`config.mk`:
```
export PLATFORM = sky130hd
export DESIGN_NAME = slot_judge
export DESIGN_NICKNAME = d
export VERILOG_FILES = /design/src/rtl/slot_judge_pkg.sv /design/src/rtl/slot_judge_sync_edge.sv /design/src/rtl/slot_judge.sv
export SDC_FILE = /design/constraint.sdc
export NUM_CORES = 1
export LEC_CHECK = 0
export ABC_AREA = 1
export BUFFER_PORTS_ARGS = -buffer_cell sky130_fd_sc_hd__buf_2
export CAP_MARGIN = 20
export CORE_MARGIN = 4
export CORE_UTILIZATION = 50
export DETAILED_ROUTE_END_ITERATION = 10
export GPL_ROUTABILITY_DRIVEN = 0
export PLACE_DENSITY = 0.67
export SKIP_LAST_GASP = 1
export SYNTH_ARGS = -nofsm -noshare
export SYNTH_HDL_FRONTEND = slang
export SYNTH_HIERARCHICAL = 1
export SYNTH_SLANG_ARGS = --single-unit
```
`constraint.sdc`:
```
create_clock -name clk -period 2.9 [get_ports clk]
set_input_delay 0.725 -clock clk [delete_from_list [all_inputs] [get_ports clk]]
set_output_delay 0.725 -clock clk [all_outputs]
set_load 0.01 [all_outputs]
```
`src/rtl/slot_judge_pkg.sv`:
```
// slot_pkg: shared definitions for the slot machine result judge.
//   - win_code constants (none / pair / triple / jackpot)
//   - FSM state encoding (IDLE, SPIN, LATCH, EVAL, SHOW)
//   - JACKPOT_DIGIT and the result classification function
package slot_pkg;

  localparam logic [1:0] WIN_NONE    = 2'd0;
  localparam logic [1:0] WIN_PAIR    = 2'd1;
  localparam logic [1:0] WIN_TRIPLE  = 2'd2;
  localparam logic [1:0] WIN_JACKPOT = 2'd3;

  localparam logic [3:0] JACKPOT_DIGIT = 4'd7;

  typedef enum logic [2:0] {
    IDLE  = 3'd0,
    SPIN  = 3'd1,
    LATCH = 3'd2,
    EVAL  = 3'd3,
    SHOW  = 3'd4
  } state_e;

  // A non-BCD digit means the reel result is garbage, so it never pays.
  function automatic logic [1:0] classify(input logic [3:0] d1,
                                          input logic [3:0] d2,
                                          input logic [3:0] d3);
    if (d1 > 4'd9 || d2 > 4'd9 || d3 > 4'd9) return WIN_NONE;
    if (d1 == d2 && d2 == d3)
      return (d1 == JACKPOT_DIGIT) ? WIN_JACKPOT : WIN_TRIPLE;
    if (d1 == d2 || d2 == d3 || d1 == d3) return WIN_PAIR;
    return WIN_NONE;
  endfunction

endpackage

```
`src/rtl/slot_judge_sync_edge.sv`:
```
// sync_edge: two-flop synchroniser for an asynchronous level, plus a third
// flop for edge detection.
//   clk, rst : clock, synchronous active-high reset (all flops to 0)
//   din      : asynchronous input level
//   rise     : one-cycle pulse after a 0->1 transition of din
//   fall     : one-cycle pulse after a 1->0 transition of din
// The pulse is visible two edges after the pin changes, so logic acting on
// it updates on the third edge.
module sync_edge (
  input  logic clk,
  input  logic rst,
  input  logic din,
  output logic rise,
  output logic fall
);

  logic [2:0] sync_q, sync_d;

  always_comb begin
    sync_d = {sync_q[1:0], din};
  end

  always_ff @(posedge clk) begin
    if (rst) sync_q <= 3'b000;
    else     sync_q <= sync_d;
  end

  assign rise = sync_q[1] & ~sync_q[2];
  assign fall = ~sync_q[1] & sync_q[2];

endmodule

```
`src/rtl/slot_judge.sv`:
```
// slot_judge: receiving end of the slot machine result interface.
// Accepts a spin on a mode rise (costs one credit), waits for the last reel
// (done rise), latches and classifies the three BCD digits, pays out into a
// saturating credit balance and holds the result for SHOW_CYCLES.
//   clk, rst              : clock, synchronous active-high reset
//   mode, done            : asynchronous spin level / last-reel-settled flag
//   slot_bcd1..3          : ones / tens / hundreds reel digits
//   credit                : credit balance, binary
//   credit_tens/_ones     : BCD digits of credit
//   win_code              : 0 none, 1 pair, 2 triple, 3 jackpot
//   win_valid             : one-cycle pulse when win_code/credit update
//   busy                  : high from spin accept until SHOW expires
//   no_credit             : one-cycle pulse on a spin request with credit 0
//   blink                 : win indicator LED
//   dbg_state             : current FSM state for observation
// Optional macro SLOT_JUDGE_BLINK_EN: blink toggles during SHOW instead of
// being a steady level.
module slot_judge
  import slot_pkg::*;
#(
  parameter int CREDIT_INIT = 10,
  parameter int CREDIT_MAX  = 99,
  parameter int PAIR_PAY    = 2,
  parameter int TRIPLE_PAY  = 10,
  parameter int JACKPOT_PAY = 50,
  parameter int SHOW_CYCLES = 50000000,
  parameter int BLINK_DIV   = 12500000
) (
  input  logic       clk,
  input  logic       rst,
  input  logic       mode,
  input  logic       done,
  input  logic [3:0] slot_bcd1,
  input  logic [3:0] slot_bcd2,
  input  logic [3:0] slot_bcd3,
  output logic [6:0] credit,
  output logic [3:0] credit_tens,
  output logic [3:0] credit_ones,
  output logic [1:0] win_code,
  output logic       win_valid,
  output logic       busy,
  output logic       no_credit,
  output logic       blink,
  output state_e     dbg_state
);

  logic mode_rise, mode_fall, done_rise, done_fall_unused;

  sync_edge u_sync_mode (
    .clk  (clk),
    .rst  (rst),
    .din  (mode),
    .rise (mode_rise),
    .fall (mode_fall)
  );

  sync_edge u_sync_done (
    .clk  (clk),
    .rst  (rst),
    .din  (done),
    .rise (done_rise),
    .fall (done_fall_unused)
  );

  state_e      state_q, state_d;
  logic [6:0]  credit_q, credit_d;
  logic [1:0]  win_code_q, win_code_d;
  logic        win_valid_q, win_valid_d;
  logic        busy_q, busy_d;
  logic        no_credit_q, no_credit_d;
  logic        blink_q, blink_d;
  logic [3:0]  d1_q, d1_d, d2_q, d2_d, d3_q, d3_d;
  logic [31:0] show_cnt_q, show_cnt_d;
  logic [7:0]  pay;
  logic [7:0]  credit_sum;

  always_comb begin
    state_d     = state_q;
    credit_d    = credit_q;
    win_code_d  = win_code_q;
    win_valid_d = 1'b0;
    busy_d      = busy_q;
    no_credit_d = 1'b0;
    d1_d        = d1_q;
    d2_d        = d2_q;
    d3_d        = d3_q;
    show_cnt_d  = show_cnt_q;
    pay         = 8'd0;
    credit_sum  = 8'd0;

    case (state_q)
      IDLE: begin
        if (mode_rise) begin
          if (credit_q != 7'd0) begin
            credit_d = credit_q - 7'd1;
            busy_d   = 1'b1;
            state_d  = SPIN;
          end else begin
            no_credit_d = 1'b1;
          end
        end
      end
      SPIN: begin
        // done_rise takes priority over a simultaneous abort.
        if (done_rise) begin
          state_d = LATCH;
        end else if (mode_fall) begin
          busy_d  = 1'b0;
          state_d = IDLE;
        end
      end
      LATCH: begin
        d1_d    = slot_bcd1;
        d2_d    = slot_bcd2;
        d3_d    = slot_bcd3;
        state_d = EVAL;
      end
      EVAL: begin
        win_code_d = classify(d1_q, d2_q, d3_q);
        case (win_code_d)
          WIN_PAIR:    pay = 8'(PAIR_PAY);
          WIN_TRIPLE:  pay = 8'(TRIPLE_PAY);
          WIN_JACKPOT: pay = 8'(JACKPOT_PAY);
          default:     pay = 8'd0;
        endcase
        // 8-bit sum so 99 + 50 cannot wrap before saturation.
        credit_sum  = {1'b0, credit_q} + pay;
        credit_d    = (credit_sum > 8'(CREDIT_MAX)) ? 7'(CREDIT_MAX)
                                                    : credit_sum[6:0];
        win_valid_d = 1'b1;
        show_cnt_d  = 32'(SHOW_CYCLES - 1);
        state_d     = SHOW;
      end
      SHOW: begin
        // mode_rise is simply not looked at here, so it is dropped.
        if (show_cnt_q == 32'd0) begin
          busy_d  = 1'b0;
          state_d = IDLE;
        end else begin
          show_cnt_d = show_cnt_q - 32'd1;
        end
      end
      default: begin
        busy_d  = 1'b0;
        state_d = IDLE;
      end
    endcase
  end

`ifdef SLOT_JUDGE_BLINK_EN
  logic [31:0] blink_cnt_q, blink_cnt_d;
  logic [31:0] blink_period;

  always_comb begin
    blink_period = (win_code_d == WIN_JACKPOT) ? 32'(BLINK_DIV / 4)
                                               : 32'(BLINK_DIV);
    blink_d      = 1'b0;
    blink_cnt_d  = 32'd0;
    if (state_d == SHOW && win_code_d != WIN_NONE) begin
      if (state_q != SHOW) begin
        blink_d     = 1'b1;
        blink_cnt_d = blink_period - 32'd1;
      end else if (blink_cnt_q == 32'd0) begin
        blink_d     = ~blink_q;
        blink_cnt_d = blink_period - 32'd1;
      end else begin
        blink_d     = blink_q;
        blink_cnt_d = blink_cnt_q - 32'd1;
      end
    end
  end

  always_ff @(posedge clk) begin
    if (rst) blink_cnt_q <= 32'd0;
    else     blink_cnt_q <= blink_cnt_d;
  end
`else
  logic unused_blink_div;
  assign unused_blink_div = ^32'(BLINK_DIV);

  // Steady indicator: registered copy of "showing a winning result".
  always_comb begin
    blink_d = (state_d == SHOW) && (win_code_d != WIN_NONE);
  end
`endif

  always_ff @(posedge clk) begin
    if (rst) begin
      state_q     <= IDLE;
      credit_q    <= 7'(CREDIT_INIT);
      win_code_q  <= WIN_NONE;
      win_valid_q <= 1'b0;
      busy_q      <= 1'b0;
      no_credit_q <= 1'b0;
      blink_q     <= 1'b0;
      d1_q        <= 4'd0;
      d2_q        <= 4'd0;
      d3_q        <= 4'd0;
      show_cnt_q  <= 32'd0;
    end else begin
      state_q     <= state_d;
      credit_q    <= credit_d;
      win_code_q  <= win_code_d;
      win_valid_q <= win_valid_d;
      busy_q      <= busy_d;
      no_credit_q <= no_credit_d;
      blink_q     <= blink_d;
      d1_q        <= d1_d;
      d2_q        <= d2_d;
      d3_q        <= d3_d;
      show_cnt_q  <= show_cnt_d;
    end
  end

  assign credit      = credit_q;
  assign credit_tens = 4'(credit_q / 7'd10);
  assign credit_ones = 4'(credit_q % 7'd10);
  assign win_code    = win_code_q;
  assign win_valid   = win_valid_q;
  assign busy        = busy_q;
  assign no_credit   = no_credit_q;
  assign blink       = blink_q;
  assign dbg_state   = state_q;

endmodule

```
# --- Word level (Yosys, flattened, before mapping) ---
# Cells that the tools add are included.
totals:
  ff_bits: 66
  inputBits: 16
  out_inout_bits: 24
  elab_cells: 106
op_classes:
  addsub: 3
  div: 2
  order_cmp: 4
  n_eq_ne: 18
  n_mux: 40
  bitwise_logic: 9
  n_reduce_logical: 17
op_table:
  columns: ["cell", "n"]
  rows:
  - ["32-bit one-hot mux with 2 select lines", 1]
  - ["32-bit logical NOT", 1]
  - ["32-bit two-way mux", 1]
  - ["32-bit by 1-bit subtractor with 32-bit output, second input constant", 1]
  - ["7-bit two-way mux", 3]
  - ["6-bit one-hot mux with 3 select lines", 1]
  - ["1-bit two-way mux", 17]
  - ["2-bit two-way mux", 8]
  - ["3-bit two-way mux", 5]
  - ["3-bit one-hot mux with 5 select lines", 1]
  - ["7-bit one-hot mux with 2 select lines", 1]
  - ["4-bit equality test", 3]
  - ["4-bit > comparator, second input constant", 3]
  - ["2-bit inequality test, second input constant", 6]
  - ["7-bit by 8-bit adder with 8-bit output", 1]
  - ["8-bit by 7-bit > comparator with 1-bit output, second input constant", 1]
  - ["8-bit two-way mux", 1]
  - ["7-bit by 4-bit divider with 7-bit output, second input constant", 1]
  - ["7-bit by 4-bit remainder unit with 7-bit output, second input constant", 1]
  - ["7-bit nonzero test", 1]
  - ["7-bit by 1-bit subtractor with 7-bit output, second input constant", 1]
  - ["3-bit by 2-bit equality test with 1-bit output, second input constant", 2]
  - ["3-bit equality test, second input constant", 2]
  - ["1-bit inverter", 6]
  - ["15 further kinds", 24]

# --- Logic depth before layout (Yosys ltp) ---
logic_depth:
  ltp_word: 21
  depth_mapped: 21
  mapped_depth_nobuf: 21

# --- By module ---
# Netlist, hierarchy kept.
modules_own_cells:
  columns: ["mod", "n_inst", "cells_each", "area_per_inst_um2", "seq_area_each_um2"]
  rows:
  - ["slot_judge", 1, 602, 3957.5, 1201.2]
  - ["sync_edge", 2, 12, 93.8, 60.1]

# --- Worst setup path after synthesis ---
# No wires, ideal clock.
synth_path:
  kind: "flip-flop to output port"
  startpoint: "register credit_q[4], in the netlist credit[4]"
  endpoint: "output port credit_ones[1]"
  arrival_ns: 2.103
  required_time_ns: 2.175
  setup_slack_ns: 0.072
  stages_incl_launch_ff: 18
  path_buffers: 0
  cell_sequence: "dfxtp_1 -> inv_1 -> a21boi_1 -> nand2_4 -> nand2_4 -> nand2_2 -> nand3_2 -> nand2_4 -> nand2_4 -> nand2_4 -> nand2_1 -> inv_1 -> ha_1 -> inv_1 -> nand3_2 -> nand3_4 -> nand2_1 -> nand2_1"
synth_between:
  elab_chain_len: 1
synth_lines:
  columns: ["element", "line", "text"]
  rows:
  - ["from (decl)", "slot_judge.sv:66", "logic [6:0] credit_q, credit_d;"]
  - ["from (signal assigned)", "slot_judge.sv:190", "credit_q <= 7'(CREDIT_INIT);"]
  - ["from (signal assigned)", "slot_judge.sv:202", "credit_q <= credit_d;"]
  - ["7-bit by 4-bit remainder unit with 7-bit output", "slot_judge.sv:217", "assign credit_ones = 4'(credit_q % 7'd10);"]
  - ["to (decl)", "slot_judge.sv:38", "output logic [3:0] credit_ones,"]
# No other way between the ends.

# --- Worst setup path after layout ---
layout_path:
  startpoint: "register credit_q[6], in the netlist credit[6]"
  endpoint: "output port credit_ones[1]"
# Same word-level chain as after synthesis.

==> impl.org <==
** Synth
- Counting every net in the synthesized netlist gives 650.
- Number of warnings issued by yosys :: 6
- Average instance area after synthesis :: 6.63 um2
- Gate count after technology mapping :: 624
- The mapped netlist covers 4140 um2.

** STA
- Post-layout worst setup margin :: -0.137 ns
- The worst path uses 105% of the clock period.
- Setup repair after global routing could not meet its margin everywhere.
- Post-route minimum period :: 3.04 ns
- Worst setup skew after layout :: 0.0123 ns
- Final number of hold-violating endpoints :: 0
- Worst slew margin :: 59.4%
- Slew @ Worst Pin :: 0.609 ns
- The tightest hold path in the finished design has a slack of 0.403 ns.
- Max-slew violation total from the final report :: 0
- For this run, the top clock speed supported by timing is 329 MHz.
- Setup violations remaining at the end of the flow were counted as 4.

** GRT
- For this run, global-route usage on met1 was measured as 26.0%.
- The layer flagged by global routing as most heavily used is met2.
- Pin count of the biggest net entering global routing :: 44
- Initial antenna violation count :: 0
- Number of global-route vias before repair :: 4,031
- In the global route stage, met3 resource usage came out at 4.25%.
- After global routing the overflow that remains totals 0.
- The first global-routing pass estimated 17,700 um of wire.
- Across every metal layer, demand over resource in global routing totals 21.4%.
- Met2 layer usage reported by global route :: 38.0%

** Route
- Total length of routed wires :: 10,400 um
- Via total after detailed routing :: 4,133
- In the routed design, unresolved DRC markers number 0.
- The detailed router finished its first iteration with 183 violations.
- In the routed layout, each cell is associated on average with a via count of 5.23.
- Residual antenna-violating net count after detailed routing :: 0
- In the final routed layout, each cell accounts on average for 13.1 um.
- For this run, the detailed router's first-pass iteration total came to 5.

** Status
- Run status :: complete, but fails checks
- The final reports fail on negative setup slack.

** Die
- The die covers 9800 um2.
- Die height :: 99.0 um
- Core region area :: 7890 um2
- Once the floorplan was initialized, standard cells occupied 52.5% of the core.
- 40 I/O pins were placed.
- Horizontal die dimension :: 99.0 um
- Row generation in the floorplan step produced 32 rows.

** Power
- Dividing total power by cell area gives a power density of 470 nW/um2.
- Maximum ir drop on the vdd rail :: 0.336 mV
- Total Power Consumption :: 0.00236 W
- Leakage power figure :: 2.43 nW

** Setup path
- Crit Path Max Fanout :: 4
- Required arrival time at the worst endpoint :: 2.17 ns
- Data arrives at the worst endpoint at 2.31 ns.
- Worst setup EP type :: primary output
- Element type at the critical path start :: flip-flop
- By startpoint and endpoint, the worst setup path is classified as flip-flop to primary output.

** Layout
- The post-route netlist has 22.5% of its cells at a drive strength greater than 1.
- Signed area change from the synthesized netlist to the final layout :: 21.3%
- The net count of the finished layout is 710.
- Number of diodes :: 0

** CTS
- Sink Count :: 66
- The tree is rooted in a sky130_fd_sc_hd__clkbuf_8.
- The H-tree generated during clock tree synthesis spans 3 levels.
- TritonCTS built the clock tree.
- Clock-pin slew reported for the worst setup and hold paths after clock tree synthesis :: 0.08 ns
- The clock passes through at most 2 buffers.
- CTS hold repair buffers :: 0
- Counting the buffers created by CTS gives 9.
- Insertion delay of the later-clocked pin in the worst-skew pair :: 0.35 ns

** Placement
- Port bufs :: 39
- Setup Slack @ Placement :: -0.0347 ns
- Half-perimeter wire length after detailed placement :: 7380 um

** Min path
- In this run the worst hold path is classified as flip-flop to flip-flop.

** Flow run
- The tool flagged a number of max-cap violations equal to 0.
per-layer routing:
layer,routed length [um],part of all wire (%)
met3,421,4.1
met1,4600,44
met5,0,0
met4,110,1.1
met2,5220,50
cell type report:
type	instances	area (um2)
clock buffer	11	151
clock inverter	5	85.1
fill	767	2870
inverter	69	269
multi-input combinational	472	2640
sequential	66	1340
tap	102	128
timing repair buffer	66	410
cell usage in the layout (no fill, tap or decap), drive strengths merged, types with 2 or more instances in the layout:
| cell type | count |
|---|---|
| dfxtp | 66 |
| clkbuf | 11 |
| ha | 10 |
| nor3 | 12 |
| a21oi | 57 |
| xor2 | 21 |
| o21ai | 43 |
| buf | 66 |
| nand3 | 46 |
| bufinv | 2 |
| inv | 70 |
| nor2 | 96 |
| o21a | 2 |
| nand4 | 15 |
| xnor2 | 18 |
| nand2 | 139 |
| or2 | 2 |
| a31oi | 3 |
| nand3b | 2 |
sequential cells by signal (all words and copies together) (netlist names), 2 cells and up:
signal	flops
credit	7
d1_q	4
d2_q	4
d3_q	4
dbg_state	3
show_cnt_q	32
u_sync_done/sync_q	3
u_sync_mode/sync_q	3
win_code	2
timing repair:
| action | CTS | global route |
|---|---|---|
| resized for setup | 23 | 35 |
| setup endpoints to repair | 4 | 11 |
| pin swaps | 12 | 16 |
| hold endpoints to repair | 0 | 0 |
| buffers inserted | 6 | 8 |
worst paths after layout:
kind,startpoint,to,slack (ns),cells after the start
max reg2reg,d2_q[2],credit[1],0.20,18
min,u_sync_mode/sync_q[0],u_sync_mode/sync_q[1],0.40,2
max,credit[6],credit_ones[1],-0.14,20
min reg2reg,u_sync_mode/sync_q[0],u_sync_mode/sync_q[1],0.40,2
stage by stage:
step	instances	area [um2]	utilization (%)	TNS (ns)
floorplan	624	4140	-	0
global placement	761	4480	56.8	0
detailed placement	761	4480	56.8	-0.0743
CTS	783	4840	61.4	-0.361
global route	791	5020	63.7	-1.05
finish	791	5020	63.7	-0.471
critical path, stage by stage (launching register included):
cell	delay [ns]
sky130_fd_sc_hd__dfxtp_4	0.38
sky130_fd_sc_hd__inv_4	0.07
sky130_fd_sc_hd__nand2_4	0.05
sky130_fd_sc_hd__buf_4	0.13
sky130_fd_sc_hd__nand3_1	0.11
sky130_fd_sc_hd__nand2_2	0.08
sky130_fd_sc_hd__nand2_4	0.08
sky130_fd_sc_hd__nand2_4	0.06
sky130_fd_sc_hd__inv_2	0.07
sky130_fd_sc_hd__nand2_4	0.05
sky130_fd_sc_hd__nand2_4	0.07
sky130_fd_sc_hd__nand2_4	0.05
sky130_fd_sc_hd__nand2_4	0.06
sky130_fd_sc_hd__inv_2	0.04
sky130_fd_sc_hd__ha_4	0.16
sky130_fd_sc_hd__inv_4	0.06
sky130_fd_sc_hd__nand3_4	0.08
sky130_fd_sc_hd__nand3_4	0.09
sky130_fd_sc_hd__nand2_2	0.05
sky130_fd_sc_hd__nand2_1	0.07
sky130_fd_sc_hd__buf_2	0.14
report_power, final:
| group | internal (W) | switching [W] |
|---|---|---|
| Sequential | 0.000918 | 0.0000152 |
| Combinational | 0.000225 | 0.000290 |
| Clock | 0.000536 | 0.000374 |
| Total | 0.00168 | 0.000679 |
(Power assumes the default switching activity.)
